`config.mk`:
```
export PLATFORM = sky130hd
export DESIGN_NAME = serial_slave_port_v3
export DESIGN_NICKNAME = d
export VERILOG_FILES = /design/src/rtl/serial_slave_port_v3.sv
export SDC_FILE = /design/constraint.sdc
export NUM_CORES = 1
export LEC_CHECK = 0
export CAP_MARGIN = 20
export CORE_ASPECT_RATIO = 0.75
export CORE_MARGIN = 5
export CORE_UTILIZATION = 42
export CTS_CLUSTER_SIZE = 12
export DETAILED_ROUTE_END_ITERATION = 8
export GPL_TIMING_DRIVEN = 0
export PLACE_DENSITY = 0.56
export SLEW_MARGIN = 40
export SYNTH_ARGS = -nofsm -noshare
export SYNTH_HDL_FRONTEND = slang
export SYNTH_SLANG_ARGS = --single-unit
export TNS_END_PERCENT = 20
```
`constraint.sdc`:
```
create_clock -name clk -period 2.6 [get_ports clk]
set_input_delay 0.52 -clock clk [delete_from_list [all_inputs] [get_ports clk]]
set_output_delay 0.52 -clock clk [all_outputs]
set_load 0.01 [all_outputs]
```
`src/rtl/serial_slave_port_v3.sv`:
```
// Bit-serial bus slave with range-decoded local memory.
// Optional parity on both directions: define SERIAL_SLAVE_PARITY_EN.
module serial_slave_port_v3 #(
  parameter int          ADDR_WIDTH = 16,
  parameter int          DATA_WIDTH = 8,
  parameter int          MEM_DEPTH  = 64,
  parameter int unsigned BASE_ADDR  = 0
) (
  input  logic clk,
  input  logic rstn,
  input  logic mode,
  input  logic wr_bus,
  input  logic master_valid,
  input  logic master_ready,
  output logic rd_bus,
  output logic slave_ready,
  output logic slave_valid,
  output logic slave_err
);

`ifdef SERIAL_SLAVE_PARITY_EN
  localparam int PB = 1;
`else
  localparam int PB = 0;
`endif
  localparam int RW   = DATA_WIDTH + PB;
  localparam int MAXB = (ADDR_WIDTH > RW) ? ADDR_WIDTH : RW;
  localparam int CW   = $clog2(MAXB + 1);
  localparam int IW   = (MEM_DEPTH > 1) ? $clog2(MEM_DEPTH) : 1;

  localparam logic [ADDR_WIDTH:0] LO =
    (ADDR_WIDTH+1)'(BASE_ADDR);
  localparam logic [ADDR_WIDTH:0] HI =
    (ADDR_WIDTH+1)'(BASE_ADDR + MEM_DEPTH);

  typedef enum logic [2:0] {
    IDLE, ADDR, WDATA, WRITE, RLOAD, RDATA, DONE
  } state_t;

  state_t state_q, state_n;

  logic [CW-1:0]         cnt_q;
  logic                  mode_q;
  logic [ADDR_WIDTH-1:0] addr_q;
  logic [DATA_WIDTH-1:0] wdata_q;
  logic [RW-1:0]         rsh_q;
  logic                  perr_q;

  logic [DATA_WIDTH-1:0] mem [MEM_DEPTH];

  logic                  in_xfer;
  logic                  out_xfer;
  logic                  in_range;
  logic [IW-1:0]         idx;
  logic [DATA_WIDTH-1:0] mem_rd;
  logic [RW-1:0]         rd_word;

  assign in_xfer  = slave_ready & master_valid;
  assign out_xfer = slave_valid & master_ready;
  assign in_range = ({1'b0, addr_q} >= LO) &&
                    ({1'b0, addr_q} < HI);
  assign idx      = addr_q[IW-1:0];
  assign mem_rd   = in_range ? mem[idx] : '0;
`ifdef SERIAL_SLAVE_PARITY_EN
  assign rd_word  = {mem_rd, ^mem_rd};
`else
  assign rd_word  = mem_rd;
`endif

  // Next-state decode and Moore outputs.
  always_comb begin
    state_n     = state_q;
    slave_ready = 1'b0;
    slave_valid = 1'b0;
    slave_err   = 1'b0;
    rd_bus      = 1'b0;
    unique case (state_q)
      IDLE: begin
        if (master_valid) state_n = ADDR;
      end
      ADDR: begin
        slave_ready = 1'b1;
        if (in_xfer && cnt_q == CW'(ADDR_WIDTH-1))
          state_n = mode_q ? WDATA : RLOAD;
      end
      WDATA: begin
        slave_ready = 1'b1;
        if (in_xfer && cnt_q == CW'(RW-1))
          state_n = WRITE;
      end
      WRITE: state_n = DONE;
      RLOAD: state_n = RDATA;
      RDATA: begin
        slave_valid = 1'b1;
        rd_bus      = rsh_q[RW-1];
        if (out_xfer && cnt_q == CW'(RW-1))
          state_n = DONE;
      end
      DONE: begin
        slave_err = ~in_range | perr_q;
        state_n   = IDLE;
      end
      default: state_n = IDLE;
    endcase
  end

  // State register and bit counter; counter clears on state entry.
  always_ff @(posedge clk) begin
    if (!rstn) begin
      state_q <= IDLE;
      cnt_q   <= '0;
    end else begin
      state_q <= state_n;
      if (state_n != state_q)
        cnt_q <= '0;
      else if (in_xfer | out_xfer)
        cnt_q <= cnt_q + CW'(1);
    end
  end

  // Mode latch, address/data shift-in, read shift-out, parity check.
  always_ff @(posedge clk) begin
    if (!rstn) begin
      mode_q  <= 1'b0;
      addr_q  <= '0;
      wdata_q <= '0;
      rsh_q   <= '0;
      perr_q  <= 1'b0;
    end else begin
      if (state_q == IDLE && master_valid) begin
        mode_q <= mode;
        perr_q <= 1'b0;
      end
      if (state_q == ADDR && in_xfer)
        addr_q <= {addr_q[ADDR_WIDTH-2:0], wr_bus};
      if (state_q == WDATA && in_xfer) begin
        if (cnt_q < CW'(DATA_WIDTH))
          wdata_q <= {wdata_q[DATA_WIDTH-2:0], wr_bus};
`ifdef SERIAL_SLAVE_PARITY_EN
        else
          perr_q <= wr_bus ^ (^{addr_q, wdata_q});
`endif
      end
      if (state_q == RLOAD)
        rsh_q <= rd_word;
      if (state_q == RDATA && out_xfer)
        rsh_q <= {rsh_q[RW-2:0], 1'b0};
    end
  end

  // Memory write; contents are not reset, and reset blocks the write.
  always_ff @(posedge clk) begin
    if (rstn && state_q == WRITE && in_range && !perr_q)
      mem[idx] <= wdata_q;
  end

endmodule
```
# Word-level counts from Yosys, hierarchy flattened
# Memories as Yosys holds them, arrays and structs flattened. A register that Yosys moved wholly into a read port is not among the register bits.
# Cells that the tools add are included.
# op_classes
n_mux,17
n_reduce_logical,15
addsub,1
eq_ne,9
magnitude_cmp,2
n_bitwise,5
# op_table
operator,count
2-to-1 mux 8 bit,3
case mux 3 bit (6 select lines),1
"< comparator 16 x 7 -> 1 bit, second input constant",1
2-to-1 mux 3 bit,5
2-to-1 mux 6 bit,2
"== test 3 bit, second input constant",3
logical AND 1 bit,9
"== test 3 x 2 -> 1 bit, second input constant",2
2-to-1 mux 1 bit,6
OR reduction 2 bit,3
"adder 5 x 1 -> 5 bit, second input constant",1
"== test 5 x 3 -> 1 bit, second input constant",1
"== test 5 x 4 -> 1 bit, second input constant",1
"< comparator 5 x 4 -> 1 bit, second input constant",1
"== test 3 x 1 -> 1 bit, second input constant",1
logical NOT 3 bit,1
!= test 3 bit,1
bitwise AND 1 bit,2
NOT 1 bit,2
AND reduction 2 bit,1
nonzero test 2 bit,1
bitwise OR 1 bit,1
# word_totals
reg_bits,41
input_bits,6
ram_bits,512
mem_count,1
wordCells,57
# mem_list
memory,words,width,read_ports,rd_clocked_by_memory_dff,write_ports,line,text
mem,64,8,1,1,1,49,logic [DATA_WIDTH-1:0] mem [MEM_DEPTH];

# Longest topological paths before layout
# logic_depth
ltp_word,9
mapped_depth,9

# Least setup slack after synthesis
# OpenSTA, ideal clock, no wires.
# synth_timing
kind,register -> register
startpoint,register addr_q[10]
endpoint,"memory mem[62][0], enable pin"
path_stages_with_launch,6
path_slack_ns,0.202
t_arrival_ns,2.028
required_ns,2.230
setup_ns,0.370
period_less_slack_ns,2.398
cell_sequence,dfxtp_1 > or4_1 > nor4_1 > nor2b_1 > nand3_1 > nor2_1
# synth_via
elab_chain_len,4
# synth_rtl
item,line,text
from (decl),44,logic [ADDR_WIDTH-1:0] addr_q;
from (signal assigned),135,"addr_q <= {addr_q[ADDR_WIDTH-2:0], wr_bus};"
< comparator 16 x 7 -> 1 bit,61,"({1'b0, addr_q} < HI);"
logical AND 1 bit,153,if (rstn && state_q == WRITE && in_range && !perr_q)
2-to-1 mux 1 bit,153,
2-to-1 mux 1 bit (not written as such),154,mem[idx] <= wdata_q;
to (decl),49,
# Every way passes these cells.

# Worst setup path in the final report
# layout_timing
startpoint,register state_q[0]
endpoint,output port rd_bus
# layout_via
elab_chain_len,2
# layout_rtl
item,line,text
from (decl),40,"state_t state_q, state_n;"
from (signal assigned),113,state_q <= state_n;
== test 3 bit,77,unique case (state_q)
2-to-1 mux 1 bit,77,
to (decl),15,"output logic rd_bus,"
# Every way passes these cells.

==> results.sh <==
export IMPL_outcome="finished, final reports clean"
export IMPL_vias=11800
export IMPL_gp_congestion=0.950
export IMPL_cp_arrival_ns=2.02
export IMPL_clock_latency_ns=0.58
export IMPL_timing_final_crit_share_pct=97.5
export IMPL_hold_buffers=0
export IMPL_drv_cap=0
export IMPL_relSlewSlack_pct=38.2
export IMPL_worst_r2r_endpoint="rsh_q[7]$_SDFFE_PN0P_"
export IMPL_ys_flop_type="edfxtp_1"
export IMPL_cts_tree="yes"
export IMPL_layout_cells_non_filler=2025
export IMPL_overflow=0
export IMPL_tightest_slew_ns=0.926
export IMPL_worstSetupStartpointType="register"
export IMPL_postRouteWirelength_mm=60.6
export IMPL_period_minus_slack_ns=2.54
export IMPL_clk_path_buf_depth=3
export IMPL_drive_gt1_share_pct=31.9
export IMPL_rsz0062_at_grt="yes"
export IMPL_setup_viol=0
export IMPL_grt_pass1_wl_mm=85.6
export IMPL_diodes=0
export IMPL_endpoint_kind="output pin"
export IMPL_area_growth_pct=21.7
export IMPL_place_hpwl_mm=38.8
export IMPL_start_util_pct=42.4
export IMPL_total_power_mw=17.5
export IMPL_antenna_found_initial=0
export IMPL_p_leak_nw=8.58
export IMPL_cp_endpoint="rd_bus"
export IMPL_cts_buffers=54
export IMPL_power_density_nw_per_um2=659
export IMPL_core_area_um2=51400
export IMPL_avgSynthCellArea_um2=18.9
export IMPL_place_inst=1875
export IMPL_slowest_delay_ns=0.55
export IMPL_synth_top_family_by_area="multiplexers"
export IMPL_finClkSkew_ns=0.0169
export IMPL_drtIter0Drc=1321
export IMPL_seq_area_um2=16300
export IMPL_hold_class="register to register"
export IMPL_yosysWarnings=0
export IMPL_drtAntennaViolNets=0
export IMPL_synth_area_um2=21800
export IMPL_nNetsFinal=1290
export IMPL_rr_worst_depth=8
export IMPL_dieArea_um2=56600
export IMPL_synth_xor_area_share_pct=0.121
export IMPL_synth_cell_types=54
export IMPL_path_class="register to output pin"
export IMPL_ir_worst_vdd_v=0.000546
export IMPL_ys_async_sr_fraction_pct=0
export IMPL_yosys_area_share_simple_pct=5.38
export IMPL_io_buffers=9
export IMPL_multi_input_area_um2=5860
export IMPL_wire_per_inst_um=29.9
export IMPL_grt_pass1_vias=11400
export IMPL_required_ns=2.08
export IMPL_path_cells="buf_4 -> nor2b_4 -> and3_1 -> clkdlybuf4s50_1"
export IMPL_synth_area_mux_share_pct=14.4
export IMPL_clk_pin_slew_worst_paths_ns=0.06
export IMPL_cts_sinks=559
export IMPL_rrSetupSlack_ns=0.07
export IMPL_ios=10
export IMPL_routed_via_density=5.84
export IMPL_ys_seq_elements=559
export IMPL_firstDrtPassIters=6
export IMPL_synth_cells=1155
export IMPL_final_hold_violation_count=0
export IMPL_grt_max_degree=63
export IMPL_die_height_um=207
export IMPL_synth_edff_count=512
export IMPL_synthAdderAreaFrac_pct=0.115
export IMPL_htree_levels=2
export IMPL_crit_start="state_q[0]$_SDFF_PN0_"
export IMPL_syn_nets=1163
export IMPL_drv_slew=0
export IMPL_drc=0
export IMPL_max_freq_mhz=394
export IMPL_yosysSeqAreaShare_pct=74.9
export IMPL_synth_compound_area_share_pct=3.75
export IMPL_die_w_um=273
export IMPL_grt_use_total_pct=21.2
export IMPL_fp_row_count=72
export IMPL_fill_cells=4165
export IMPL_critPathSlowestCell="clkdlybuf4s50_1"
export IMPL_cts_root_buf="clkbuf_16"
export IMPL_worstPathMaxFanout=10
-- cell families after synthesis --
kind of cell / after synthesis
buffers and inverters: 70
XOR/XNOR: 3
AND/OR/NAND/NOR: 250
flip-flops: 559
adder cells (fa/ha/maj): 2
AO/OA/AOI/OAI: 117
multiplexers: 154
-- worst min path at each step --
stage	start	to	slack, ns	depth (start not counted)
after detailed placement	addr_q[12]$_SDFFE_PN0P_	addr_q[12]$_SDFFE_PN0P_	0.47	2
final	addr_q[15]$_SDFFE_PN0P_	addr_q[15]$_SDFFE_PN0P_	0.48	2
after floorplan	addr_q[15]$_SDFFE_PN0P_	addr_q[15]$_SDFFE_PN0P_	0.45	2
after global routing	wdata_q[6]$_SDFFE_PN0P_	mem[4][6]$_DFFE_PP_	0.51	0
after global placement	addr_q[15]$_SDFFE_PN0P_	addr_q[15]$_SDFFE_PN0P_	0.46	2
after CTS	addr_q[15]$_SDFFE_PN0P_	addr_q[15]$_SDFFE_PN0P_	0.48	2
-- sequential cells by signal, summed over array words and instances, names as in the netlist, named ones only --
signal	cells
state_q	3
mode_q	1
mem	512
wdata_q	8
rsh_q	8
cnt_q	5
addr_q	16
-- Yosys cell counts, drive strengths merged, types with 5 or more instances --
library cell | count | area [um^2]
nand3b | 5 | 37.5
nor3 | 8 | 40.0
mux2 | 6 | 67.6
nand2b | 5 | 31.3
a22oi | 42 | 315
nor2 | 86 | 323
mux4 | 127 | 2860
mux2i | 21 | 210
clkbuf | 34 | 128
a21boi | 21 | 158
buf | 32 | 159
a221oi | 5 | 43.8
dfxtp | 47 | 941
a21oi | 14 | 70.1
nor2b | 19 | 119
nand2 | 77 | 289
edfxtp | 512 | 15400
o21ai | 16 | 80.1
nand3 | 21 | 105
-- placed cells by master, fill, tap and decap left out, types with 21 or more instances in the layout --
| master | Yosys | routed |
|---|---|---|
| clkbuf_1 | 34 | 45 |
| mux2i_1 | 21 | 21 |
| edfxtp_1 | 512 | 512 |
| a21boi_0 | 21 | 21 |
| nor2_1 | 86 | 22 |
| dfxtp_1 | 47 | 38 |
| nor2_4 | 0 | 64 |
| clkbuf_16 | 0 | 57 |
| a22oi_1 | 42 | 36 |
| buf_12 | 0 | 56 |
| nand2_1 | 77 | 70 |
| mux4_2 | 127 | 127 |
-- per-layer routing --
metal	track usage, %	part of all wire, %	vias to the layer above
met3	5.85	10	95
met5	0	0	-
met1	33.6	45	6212
met4	4.45	2.0	0
met2	29.5	43	572
li1	-	-	4942
-- metrics by stage --
| step | setup WS (ns) | instance area (um^2) | hold WS (ns) | utilization, % | TNS [ns] |
|---|---|---|---|---|---|
| 2_1_floorplan | 0.202 | 21800 | 0.447 | - | 0 |
| 3_3_place_gp | -1.27 | 22800 | 0.456 | 44.3 | -494.03 |
| 3_5_place_dp | -1.21 | 23100 | 0.465 | 44.8 | -462.97 |
| 4_1_cts | -0.0970 | 25800 | 0.477 | 50.1 | -2.78 |
| 5_1_grt | -0.0103 | 26500 | 0.506 | 51.6 | -0.0199 |
| 6_report | 0.0647 | 26500 | 0.477 | 51.6 | 0 |
-- layout make-up --
type / count / area share (%)
Tap cell: 703 / 3.32
Buffer: 66 / 2.12
Clock inverter: 4 / 0.259
Multi-Input combinational cell: 526 / 22.1
Inverter: 4 / 0.0566
Timing Repair Buffer: 71 / 4.51
Sequential cell: 559 / 61.6
Clock buffer: 92 / 6.02
-- timing repair --
item                                    4_1_cts  5_1_grt
pin swaps                                    34       36
buffers inserted                             26       27
endpoints found under the setup margin      524      507
resized for setup                           172       54
-- critical path, delay by kind of cell, from the launching register on --
family                 cells  cell delay (ns)
DFF                        1             0.37
buffers and inverters      2             0.73
and+or+nand+nor            2             0.34
-- power breakdown --
part	leakage [nW]	internal [mW]	total (mW)	switching, mW
clock	0.802	4.34	7.55	3.22
sequential	5.53	9.66	9.66	0.00608
combinational	2.24	0.117	0.274	0.157
No activity file was read; power rests on OpenSTA's default activity.
